<file path="config.mk">
export PLATFORM = sky130hd
export DESIGN_NAME = johnson_decoder
export DESIGN_NICKNAME = d
export VERILOG_FILES = /design/src/rtl/johnson_pkg.sv /design/src/rtl/johnson_code_check.sv /design/src/rtl/johnson_decoder.sv
export SDC_FILE = /design/constraint.sdc
export NUM_CORES = 1
export LEC_CHECK = 0
export BUFFER_PORTS_ARGS = -buffer_cell sky130_fd_sc_hd__buf_4
export CORE_MARGIN = 8
export CORE_UTILIZATION = 40
export DETAILED_ROUTE_END_ITERATION = 6
export GPL_TIMING_DRIVEN = 0
export PLACE_DENSITY_LB_ADDON = 0.25
export SLEW_MARGIN = 20
export SYNTH_ARGS = -nofsm -noshare
export SYNTH_HDL_FRONTEND = slang
export SYNTH_SLANG_ARGS = --single-unit
</file>
<file path="constraint.sdc">
create_clock -name clk -period 30.5 [get_ports clk]
set_input_delay 0 -clock clk [delete_from_list [all_inputs] [get_ports clk]]
set_output_delay 0 -clock clk [all_outputs]
set_load 0.05 [all_outputs]
</file>
<file path="src/rtl/johnson_pkg.sv">
`default_nettype none
// +----------------------------------------------------------------------------+
// | johnson_pkg                                                                |
// | Shared Johnson-code types and decode helpers for codes up to 64 bits.      |
// | Revision: 1.0                                                              |
// +----------------------------------------------------------------------------+
package johnson_pkg;

    localparam int c_MAX_W  = 64;
    localparam int c_IDXF_W = 7;

    typedef enum logic [1:0] {
        ST_UNLOCK = 2'd0,
        ST_ACQ    = 2'd1,
        ST_LOCK   = 2'd2
    } lock_state_e;

    // A legal word has at most one transition between adjacent bits.
    function automatic logic johnson_legal(input logic [c_MAX_W-1:0] code, input int width);
        logic [c_IDXF_W-1:0] trans;
        trans = '0;
        for (int i = 0; i < c_MAX_W - 1; i++) begin
            if ((i < width - 1) && (code[i] != code[i+1])) begin
                trans = trans + c_IDXF_W'(1);
            end
        end
        return (trans <= c_IDXF_W'(1));
    endfunction

    function automatic logic [c_IDXF_W-1:0] johnson_idx(input logic [c_MAX_W-1:0] code, input int width);
        logic [c_IDXF_W-1:0] pc;
        pc = '0;
        for (int i = 0; i < c_MAX_W; i++) begin
            if (i < width) begin
                pc = pc + c_IDXF_W'(code[i]);
            end
        end
        if (code[0] || (code == '0)) begin
            return pc;
        end
        return c_IDXF_W'(2 * width) - pc;
    endfunction

    function automatic logic [c_IDXF_W-1:0] johnson_succ(input logic [c_IDXF_W-1:0] idx, input int width);
        if (idx == c_IDXF_W'(2 * width - 1)) begin
            return '0;
        end
        return idx + c_IDXF_W'(1);
    endfunction

endpackage : johnson_pkg
`default_nettype wire

</file>
<file path="src/rtl/johnson_code_check.sv">
`default_nettype none
// +----------------------------------------------------------------------------+
// | johnson_code_check                                                         |
// | Combinational legality check and binary decode of a Johnson code word.     |
// | Revision: 1.0                                                              |
// +----------------------------------------------------------------------------+
module johnson_code_check
    import johnson_pkg::*;
#(
    parameter int WIDTH = 32,
    parameter int IDX_W = $clog2(2 * WIDTH)
) (
    input  logic [WIDTH-1:0] code_i,
    output logic             legal_o,
    output logic [IDX_W-1:0] idx_o
);

    logic [c_MAX_W-1:0]  w_code_ext;
    logic [c_IDXF_W-1:0] w_idx_full;

    assign w_code_ext = c_MAX_W'(code_i);
    assign w_idx_full = johnson_idx(w_code_ext, WIDTH);
    assign legal_o    = johnson_legal(w_code_ext, WIDTH);
    assign idx_o      = w_idx_full[IDX_W-1:0];

endmodule : johnson_code_check
`default_nettype wire

</file>
<file path="src/rtl/johnson_decoder.sv">
`default_nettype none
// +----------------------------------------------------------------------------+
// | johnson_decoder                                                            |
// | Registered Johnson decode with step checking, lock tracking, error count.  |
// | Revision: 1.0                                                              |
// +----------------------------------------------------------------------------+
module johnson_decoder
    import johnson_pkg::*;
#(
    parameter int WIDTH  = 32,
    parameter int IDX_W  = $clog2(2 * WIDTH),
    parameter int LOCK_N = 4,
    parameter int ERRC_W = 16
) (
    input  logic              clk,
    input  logic              reset,
    input  logic              code_valid_i,
    input  logic [WIDTH-1:0]  code_i,
    output logic              idx_valid_o,
    output logic [IDX_W-1:0]  idx_o,
    output logic              illegal_o,
    output logic              step_err_o,
    output logic              wrap_o,
    output logic              locked_o,
    output logic [ERRC_W-1:0] err_count_o
);

    localparam int               CNT_W     = $clog2(LOCK_N + 1);
    localparam logic [CNT_W-1:0] c_LOCK_N  = CNT_W'(LOCK_N);
    localparam logic [IDX_W-1:0] c_MAX_IDX = IDX_W'(2 * WIDTH - 1);

    logic                w_legal;
    logic [IDX_W-1:0]    w_idx;
    logic [c_IDXF_W-1:0] w_succ;
    logic                w_step;
    logic                w_wrap;
    logic                w_err;

    logic                idx_valid_q;
    logic [IDX_W-1:0]    idx_q;
    logic                illegal_q;
    logic                step_err_q;
    logic                wrap_q;
    logic                have_prev_q;
    logic [ERRC_W-1:0]   err_count_q;
    lock_state_e         state_q, state_d;
    logic [CNT_W-1:0]    good_cnt_q, good_cnt_d;

    johnson_code_check #(
        .WIDTH (WIDTH),
        .IDX_W (IDX_W)
    ) u_check (
        .code_i  (code_i),
        .legal_o (w_legal),
        .idx_o   (w_idx)
    );

    // idx_q doubles as the previous-index register: both update only on legal samples.
    assign w_succ = johnson_succ(c_IDXF_W'(idx_q), WIDTH);
    assign w_step = have_prev_q && w_legal && (c_IDXF_W'(w_idx) != w_succ);
    assign w_wrap = have_prev_q && w_legal && !w_step && (idx_q == c_MAX_IDX) && (w_idx == '0);
    assign w_err  = !w_legal || w_step;

    always_ff @(posedge clk) begin
        if (reset) begin
            idx_valid_q <= 1'b0;
            idx_q       <= '0;
            illegal_q   <= 1'b0;
            step_err_q  <= 1'b0;
            wrap_q      <= 1'b0;
            have_prev_q <= 1'b0;
            err_count_q <= '0;
        end else begin
            idx_valid_q <= code_valid_i;
            illegal_q   <= code_valid_i && !w_legal;
            step_err_q  <= code_valid_i && w_step;
            wrap_q      <= code_valid_i && w_wrap;
            if (code_valid_i) begin
                have_prev_q <= w_legal;
                if (w_legal) begin
                    idx_q <= w_idx;
                end
                if (w_err && (err_count_q != '1)) begin
                    err_count_q <= err_count_q + ERRC_W'(1);
                end
            end
        end
    end

    always_ff @(posedge clk) begin
        if (reset) begin
            state_q    <= ST_UNLOCK;
            good_cnt_q <= '0;
        end else begin
            state_q    <= state_d;
            good_cnt_q <= good_cnt_d;
        end
    end

    always_comb begin
        state_d    = state_q;
        good_cnt_d = good_cnt_q;
        if (code_valid_i) begin
            case (state_q)
                ST_UNLOCK: begin
                    if (w_legal) begin
                        state_d    = ST_ACQ;
                        good_cnt_d = '0;
                    end
                end
                ST_ACQ: begin
                    if (w_err) begin
                        state_d    = ST_UNLOCK;
                        good_cnt_d = '0;
                    end else begin
                        good_cnt_d = good_cnt_q + CNT_W'(1);
                        if (good_cnt_d == c_LOCK_N) begin
                            state_d = ST_LOCK;
                        end
                    end
                end
                ST_LOCK: begin
                    if (w_err) begin
                        state_d    = ST_UNLOCK;
                        good_cnt_d = '0;
                    end
                end
                default: begin
                    state_d    = ST_UNLOCK;
                    good_cnt_d = '0;
                end
            endcase
        end
    end

    always_comb begin
        locked_o = (state_q == ST_LOCK);
    end

    assign idx_valid_o = idx_valid_q;
    assign idx_o       = idx_q;
    assign illegal_o   = illegal_q;
    assign step_err_o  = step_err_q;
    assign wrap_o      = wrap_q;
    assign err_count_o = err_count_q;

endmodule : johnson_decoder
`default_nettype wire

</file>
==> Word-level counts from Yosys, hierarchy flattened <==
Cells that the tools add are included.
{ "word_totals": {"reg_bits": 32, "elab_cells": 181, "out_inout_bits": 27} }
{ "op_classes": {"eq_ne": 40, "mux": 46, "n_reduce_logical": 20, "magnitude_cmp": 1, "n_addsub": 65} }
{ "ops": {"columns": ["op", "n"], "rows": [
  ["$mux W7", 32],
  ["$add A7 B1 Y7 const B", 29],
  ["$add A6 B1 Y6", 30],
  ["$logic_not A64 Y1", 1],
  ["$ne A1 B1 Y1", 31],
  ["$add A16 B1 Y16 const B", 1],
  ["$ne A16 B16 Y1 const B", 1],
  ["$mux W6", 2],
  ["$logic_and A1 B1 Y1", 9],
  ["$mux W3", 3],
  ["$pmux W3 S3", 1],
  ["$mux W2", 4],
  ["$add A6 B1 Y7 const B", 1],
  ["$le A7 B1 Y1 const B", 1],
  ["$ne A6 B7 Y1", 1],
  ["$eq A6 B6 Y1 const B", 1],
  ["$logic_not A6 Y1", 1],
  ["$pmux W2 S3", 1],
  ["$sub A1 B6 Y6 const A", 1],
  ["$reduce_and A2 Y1", 2],
  ["$reduce_and A4 Y1", 1],
  ["$add A3 B1 Y3 const B", 1],
  ["$eq A3 B3 Y1 const B", 1],
  ["$mux W1", 3],
  ["11 further kinds", 13]
]} }

==> Longest topological paths before layout <==
Gate-level depths: netlist (run 1).
{ "depth": {"depth_word": 70, "mapped_depth": 95, "mapped_depth_nobuf": 94} }

==> Hierarchy <==
Synthesis (run 1) repeated with hierarchy kept, for this count alone.
{ "unflattened": {"hier_cells": 1013, "area_unflattened_um2": 7947.6} }
{ "by_module_without_submodules": {"columns": ["module", "cells_each", "instances", "area_each_um2"], "rows": [
  ["johnson_code_check", 793, 1, 6134.6],
  ["johnson_decoder", 220, 1, 1813.0]
]} }

==> Worst setup path after synthesis (run 1) <==
OpenSTA, ideal clock, no wires.
{ "synth_timing": {"path_type": "input to register", "from": "input code_i[0]", "to": "register idx_q[0] (netlist: idx_o[0])", "t_required_ns": 30.409, "setup_slack_ns": 15.291, "t_arrival_ns": 15.118, "n_path_buf": 1, "setup_ns": 0.091, "path_stages": 93, "path_cell_list": "inv_1 -> ha_1 -> ha_1 -> or3_1 -> a31oi_1 -> a21o_1 -> ha_1 -> a22o_1 -> a21oi_1 -> xnor2_1 -> nand2_1 -> nand2_1 -> ha_1 -> nand2_1 -> o311a_1 -> xnor2_1 -> mux2_2 -> ha_1 -> (+57 left out) -> ha_1 -> mux2i_1 -> inv_1 -> ha_1 -> nand2_1 -> o21ai_0 -> ha_1 -> nor4b_1 -> nor2_1 -> a21oi_1 -> nand2_1 -> mux2i_1 -> a21o_1 -> o211a_1 -> or2_1 -> buf_4 -> a21oi_1 -> a311oi_1"} }
{ "synth_via": {"elab_chain_len": 64} }
{ "synth_rtl": {"columns": ["item", "line_no", "rtl"], "rows": [
  ["start: declaration", "johnson_decoder.sv:18", "input logic [WIDTH-1:0] code_i,"],
  ["$ne A1 B1 Y1", "johnson_pkg.sv:23", "if ((i < width - 1) && (code[i] != code[i+1])) begin"],
  ["$mux W1", "johnson_pkg.sv:23", null],
  ["$add A1 B1 Y2", "johnson_pkg.sv:24", "trans = trans + c_IDXF_W'(1);"],
  ["$mux W7", "johnson_pkg.sv:23", null],
  ["$add A7 B1 Y7", "johnson_pkg.sv:24", null],
  ["$mux W7", "johnson_pkg.sv:23", null],
  ["$add A7 B1 Y7", "johnson_pkg.sv:24", null],
  ["$mux W7", "johnson_pkg.sv:23", null],
  ["(+48 left out)", null, null],
  ["$add A7 B1 Y7", "johnson_pkg.sv:24", null],
  ["$mux W7", "johnson_pkg.sv:23", null],
  ["$add A7 B1 Y7", "johnson_pkg.sv:24", null],
  ["$mux W7", "johnson_pkg.sv:23", null],
  ["$add A7 B1 Y7", "johnson_pkg.sv:24", null],
  ["$mux W7", "johnson_pkg.sv:23", null],
  ["$le A7 B1 Y1", "johnson_pkg.sv:27", "return (trans <= c_IDXF_W'(1));"],
  ["$reduce_and A2 Y1 (no line)", null, null],
  ["end signal: assignment", "johnson_decoder.sv:81", "idx_q <= w_idx;"],
  ["end: declaration", "johnson_decoder.sv:40", "logic [IDX_W-1:0] idx_q;"]
]} }
Several ways; a longest one is shown, not always the timed one. The select of a mux whose other input is x is not followed.
A chain may end at the register's enable or synchronous reset.

==> Worst setup path in the final report (run 1) <==
{ "layout_timing": {"from": "input code_i[2]", "to": "register err_count_q[8] (netlist: err_count_o[8])"} }
{ "layout_via": {"elab_chain_len": 66} }
{ "layout_rtl": {"columns": ["item", "line_no", "rtl"], "rows": [
  ["$ne A1 B1 Y1", "johnson_pkg.sv:23", null],
  ["$mux W7", "johnson_pkg.sv:23", null],
  ["$add A7 B1 Y7", "johnson_pkg.sv:24", null],
  ["$mux W7", "johnson_pkg.sv:23", null],
  ["$add A7 B1 Y7", "johnson_pkg.sv:24", null],
  ["$mux W7", "johnson_pkg.sv:23", null],
  ["$add A7 B1 Y7", "johnson_pkg.sv:24", null],
  ["$mux W7", "johnson_pkg.sv:23", null],
  ["(+49 left out)", null, null],
  ["$mux W7", "johnson_pkg.sv:23", null],
  ["$add A7 B1 Y7", "johnson_pkg.sv:24", null],
  ["$mux W7", "johnson_pkg.sv:23", null],
  ["$le A7 B1 Y1", "johnson_pkg.sv:27", null],
  ["$logic_and A1 B1 Y1 (2 in a row)", "johnson_decoder.sv:60", "assign w_step = have_prev_q && w_legal && (c_IDXF_W'(w_idx) != w_succ);"],
  ["$logic_or A1 B1 Y1 *", "johnson_decoder.sv:62", "assign w_err = !w_legal || w_step;"],
  ["$logic_and A1 B1 Y1 *", "johnson_decoder.sv:83", "if (w_err && (err_count_q != '1)) begin"],
  ["$reduce_and A2 Y1 (no line) *", null, null],
  ["end signal: assignment", "johnson_decoder.sv:84", "err_count_q <= err_count_q + ERRC_W'(1);"],
  ["end: declaration", "johnson_decoder.sv:45", "logic [ERRC_W-1:0] err_count_q;"]
]} }
Mark *: on every way between the ends. The rest lies on a longest branch, timed or not. The select of a mux whose other input is x is not followed.

==> results.yml, run 1 <==
cells_and_area:
  num-fill-cells: 2152
  fin_cells: 1419
  antenna_cells: 0
  final_common_cell: "xnor2_1"
  area_growth_pct: 11.1
  design_area_um2: 9500
  final_nets: 1261
  final_cell_mix: "xnor2_1 (96), nand2_1 (93), inv_1 (80)"
  post_route_cells_drive_above_1_share: 0.122
synthesis:
  synth_compound_area_frac: 0.190
  synth_cells: 1076
  syn-num-nets: 1193
  synth-edff-count: 0
  synthAdderAreaFrac: 0.145
  synthMuxAreaShare: 0.0433
  ys.flop_type: "dfxtp_1"
  ys_ff_latch: 32
  synth_xor_area_frac: 0.258
  yosysWarnings: 0
  yosysUniqueCellTypes: 93
  syn_area_per_cell_um2: 7.95
  synth_area_um2: 8560
  yosys.area_share.simple: 0.237
  synth_top_family_by_area: "XOR/XNOR gates"
  synth_sequential_area_ratio: 0.0749
  async_flop_share: 0
setup_path:
  worstSetupStartpointType: "input pin"
  endpoint_kind: "flop"
  cp_max_fo: 10
  critPathSlowestCell: "a221oi_1"
  required_ns: 30.71
  critPathKind: "input pin to flop"
  reg2regPathDepth: 12
  max_stage_delay_ns: 0.44
  worstPathArrival_ns: 17.49
  crit_path_frequent_cell: "ha_1"
clocking:
  numCtsBuffers: 5
  clock_latency_ns: 0.27
  cts_setup_buffers: 0
  clock_sinks: 32
  cts_max_path_buffers: 2
  clk_pin_slew_ns: 0.05
  clockRootBuffer: "clkbuf_16"
  holdBufCountCts: 1
  cts_tree: "yes"
  cts_resized: 0
  htree_levels: 2
worst_hold_path:
  min_path_cells: 2
  hp-class: "input pin to flop"
global_route:
  grt_pass1_wl_mm: 35.8
  grt_antenna_before_repair: 0
  grt_start_max_net_pins: 11
  grt_pass1_vias: 7358
  overflow: 0
  grt_util_all_layers: 0.158
route:
  post_drt_wl_per_cell_um: 14.9
  wl_mm: 21.1
  ant_nets: 0
  drtIter0Drc: 471
  dr.pass1.iters: 5
  vias: 7696
  drc_errors: 0
  vias_per_cell: 5.42
sta:
  fin_crit_ns: 17.29
  max_freq_mhz: 57.8
  setup_ws_ns: 13.21
  timing.setup.tns_ns: 0
  worst_pin_slew_ns: 0.788
  rsz0062_at_grt: "false"
  setup_viol_count_final: 0
  finalHoldViolCount: 0
  maxSlewHeadroom: 0.473
  drv_slew: 0
  skew_ns: 0.00267
  min_period_over_period: 0.567
run:
  cap_viol_max_count: 0
placement:
  io_buffers: 60
  dpl.hpwl_mm: 17.5
  gp_congestion: 0.822
  dpl.cell_count: 1411
  placed_cell_area_um2: 9360
  place_ws_ns: 13.12
floorplan:
  core_area_um2: 21000
  start_util: 0.407
  io_pins: 62
  dieArea_um2: 26300
  rows: 53
  die_h_um: 162
  chipWidth_um: 162
run_status:
  status: "finished, final reports clean"
[worst max-delay path, delay by kind of cell]
kind | cells | cell delay (ns)
and+or+nand+nor | 26 | 2.92
AOI/OAI and AO/OA | 27 | 5.17
muxes | 5 | 1.29
adders and majority gates | 17 | 5.15
xor gates and xnor gates | 12 | 2.17
buffers and inverters | 7 | 0.75
[cell type report]
cell class,count,area (um2),share of cell area
buffer,29,130,0.0137
multi-input combinational,933,7480,0.788
clock buffer,6,129,0.0136
tap,275,344,0.0362
clock inverter,1,5.00,0.000527
inverter,82,308,0.0324
sequential,32,641,0.0674
timing repair buffer,61,460,0.0485
[sequential cells by signal, summed over array words and instances (netlist names)]
name         cells
good_cnt_q       3
state_q          2
wrap_o           1
have_prev_q      1
idx_valid_o      1
illegal_o        1
err_count_o     16
step_err_o       1
idx_o            6
[kinds of logic (layout without fill, tap and decap cells)]
group | Yosys count | after routing
XOR/XNOR | 186 | 186
multiplexers | 35 | 35
flip-flops | 32 | 32
adder cells (fa/ha/maj) | 86 | 86
buffers and inverters | 111 | 179
AO/OA/AOI/OAI | 238 | 238
AND/OR/NAND/NOR | 388 | 388
[metal layers]
layer  part of all wire  global-route usage  up-vias  routed length (um)
met2               0.46               0.264      115                9650
met4             0.0090              0.0231        0                 189
met3              0.035              0.0172       16                 729
li1                   -                   -     3995                   -
met1               0.50               0.218     3570               10500
met5                  0                   0        -                   0
[through the flow]
stage / util / hold WS, ns
after floorplan: - / 0.0942
after global placement: 0.445 / 0.271
after detailed placement: 0.445 / 0.267
after CTS: 0.452 / 0.196
after global routing: 0.452 / 0.272
final: 0.452 / 0.201
[Yosys cell counts, types with 13 or more instances]
| library cell | count | share of area |
|---|---|---|
| nor2b_1 | 19 | 0.014 |
| nand3_1 | 47 | 0.027 |
| xor2_1 | 44 | 0.045 |
| xnor3_1 | 14 | 0.037 |
| nor3_1 | 21 | 0.012 |
| nor2_1 | 68 | 0.030 |
| xnor2_1 | 96 | 0.098 |
| and2_1 | 18 | 0.013 |
| dfxtp_1 | 32 | 0.075 |
| o211ai_1 | 13 | 0.011 |
| mux2_2 | 14 | 0.018 |
| ha_1 | 59 | 0.086 |
| o21ai_0 | 47 | 0.027 |
| nand4_1 | 17 | 0.012 |
| clkbuf_1 | 20 | 0.0088 |
| nand2_1 | 93 | 0.041 |
| mux2i_1 | 19 | 0.022 |
| fa_1 | 23 | 0.054 |
| or3_1 | 21 | 0.015 |
| a21oi_1 | 60 | 0.035 |
| inv_1 | 80 | 0.035 |
[worst paths after layout]
path,from,to,slack (ns)
max,code_i[2],err_count_o[8],13.21
min,code_valid_i,idx_valid_o,0.20
max reg2reg,idx_o[0],err_count_o[5],27.67
min reg2reg,have_prev_q,have_prev_q,0.49
Power of run 1 is not shown: default switching activity piles up to over one toggle a cycle in this logic, so the estimate is an artifact.
==> run 2, diff against run 1 <==
clock period = 18.1 ns   (was 30.5 ns; I/O delays follow)
==> results.yml, run 2 (synthesized netlist as in run 1, its figures left out) <==
run_status:
  status: "finished, final reports clean"
setup_path:
  worstSetupStartpointType: "input pin"
  reg2regPathDepth: 12
  crit_path_frequent_cell: "ha_1"
  critPathSlowestCell: "a211oi_1"
  critPathKind: "input pin to flop"
  endpoint_kind: "flop"
  max_stage_delay_ns: 0.47
  rrSetupSlack_ns: 15.27
  required_ns: 18.31
  cp_max_fo: 10
  worstPathArrival_ns: 16.88
clocking:
  clock_latency_ns: 0.27
  cts_max_path_buffers: 2
  numCtsBuffers: 5
  cts_tree: "yes"
  htree_levels: 2
  clk_pin_slew_ns: 0.05
  clockRootBuffer: "clkbuf_16"
  clock_sinks: 32
cells_and_area:
  area_growth_pct: 12.0
  final_nets: 1261
  final_cell_mix: "xnor2_1 (96), nand2_1 (93), inv_1 (80)"
  regArea_um2: 641
  fin_cells: 1419
  post_route_cells_drive_above_1_share: 0.130
  largest_reg_flops: 16
  num-fill-cells: 2147
  antenna_cells: 0
  multiInputGateArea_um2: 7570
  final_common_cell: "xnor2_1"
global_route:
  grt_pass1_wl_mm: 35.8
  use_met3: 0.0172
  grt_pass1_vias: 7358
  grt_busiest_layer: "met2"
  grt_util_all_layers: 0.158
  grt_antenna_before_repair: 0
  grtUsageMet1: 0.218
  grt_start_max_net_pins: 11
  overflow: 0
  grt_use_met2: 0.264
route:
  dr.pass1.iters: 5
  vias: 7714
  drtIter0Drc: 400
  ant_nets: 0
  vias_per_cell: 5.44
  drc_errors: 0
  post_drt_wl_per_cell_um: 15.0
  wl_mm: 21.3
floorplan:
  dieArea_um2: 26300
  io_pins: 62
  start_util: 0.407
  rows: 53
  core_area_um2: 21000
  die_h_um: 162
  chipWidth_um: 162
placement:
  gp_congestion: 0.822
  dpl.cell_count: 1411
  dpl.hpwl_mm: 17.5
  place_ws_ns: 0.717
  io_buffers: 60
sta:
  skew_ns: 0.00272
  setup_viol_count_final: 0
  drv_slew: 0
  maxSlewHeadroom: 0.476
  max_freq_mhz: 60.0
  finalHoldViolCount: 0
  setup_ws_ns: 1.43
  worst_pin_slew_ns: 0.780
  fin_crit_ns: 16.67
  min_period_over_period: 0.921
worst_hold_path:
  hp-class: "input pin to flop"
  min_path_cells: 2
run:
  cap_viol_max_count: 0
==> run 2: changes by cell type in the layout (fill, tap and decap cells not counted), moves of 2 or more <==
cell | before | now
a31oi_1 | 12 | 10
a21oi_1 | 60 | 58
mux2i_2 | 0 | 2
a31oi_2 | 0 | 2
mux2i_1 | 19 | 17
==> run 2: cell type report <==
| cell class | instances | area share |
|---|---|---|
| clock inverters | 1 | 0.000522 |
| well taps | 275 | 0.0359 |
| plain buffers | 29 | 0.0136 |
| flip-flops and latches | 32 | 0.0668 |
| multi-input cells | 933 | 0.790 |
| repair buffers | 61 | 0.0480 |
| inverters | 82 | 0.0321 |
| clock buffers | 6 | 0.0134 |
==> run 2: through the flow <==
stage	util	hold slack [ns]	setup TNS (ns)	area, um2
2_1_floorplan	-	0.0942	0	8560
3_3_place_gp	0.445	0.271	0	9350
3_5_place_dp	0.445	0.267	0	9360
4_1_cts	0.452	0.196	0	9500
5_1_grt	0.456	0.272	-0.427	9590
6_report	0.456	0.201	0	9590
==> run 2: timing repair <==
action / in CTS / in global routing
hold endpoints to repair: 1 / 0
buffers inserted: 0 / 0
endpoints found under the setup margin: 0 / 31
gates resized for setup: 0 / 13
hold buffers: 1 / 0
==> run 2: worst max-delay path: cells and delay by family <==
kind | cells | cell delay (ns)
compound gates | 30 | 5.61
xor+xnor | 10 | 1.59
fa+ha+maj | 17 | 5.35
buf+inv | 7 | 0.73
mux | 4 | 0.93
simple gates | 22 | 2.63
==> run 2: worst paths after layout <==
path                 from              to
max             code_i[0]  err_count_o[8]
min          code_valid_i     idx_valid_o
max reg2reg      idx_o[0]  err_count_o[5]
min reg2reg   have_prev_q     have_prev_q
==> run 2: metal layers <==
layer,routed length [um],up-vias
met5,0,-
met4,184,0
met3,671,16
met2,9850,102
met1,10600,3601
li1,-,3995
Power of run 2 is left out for the same reason.
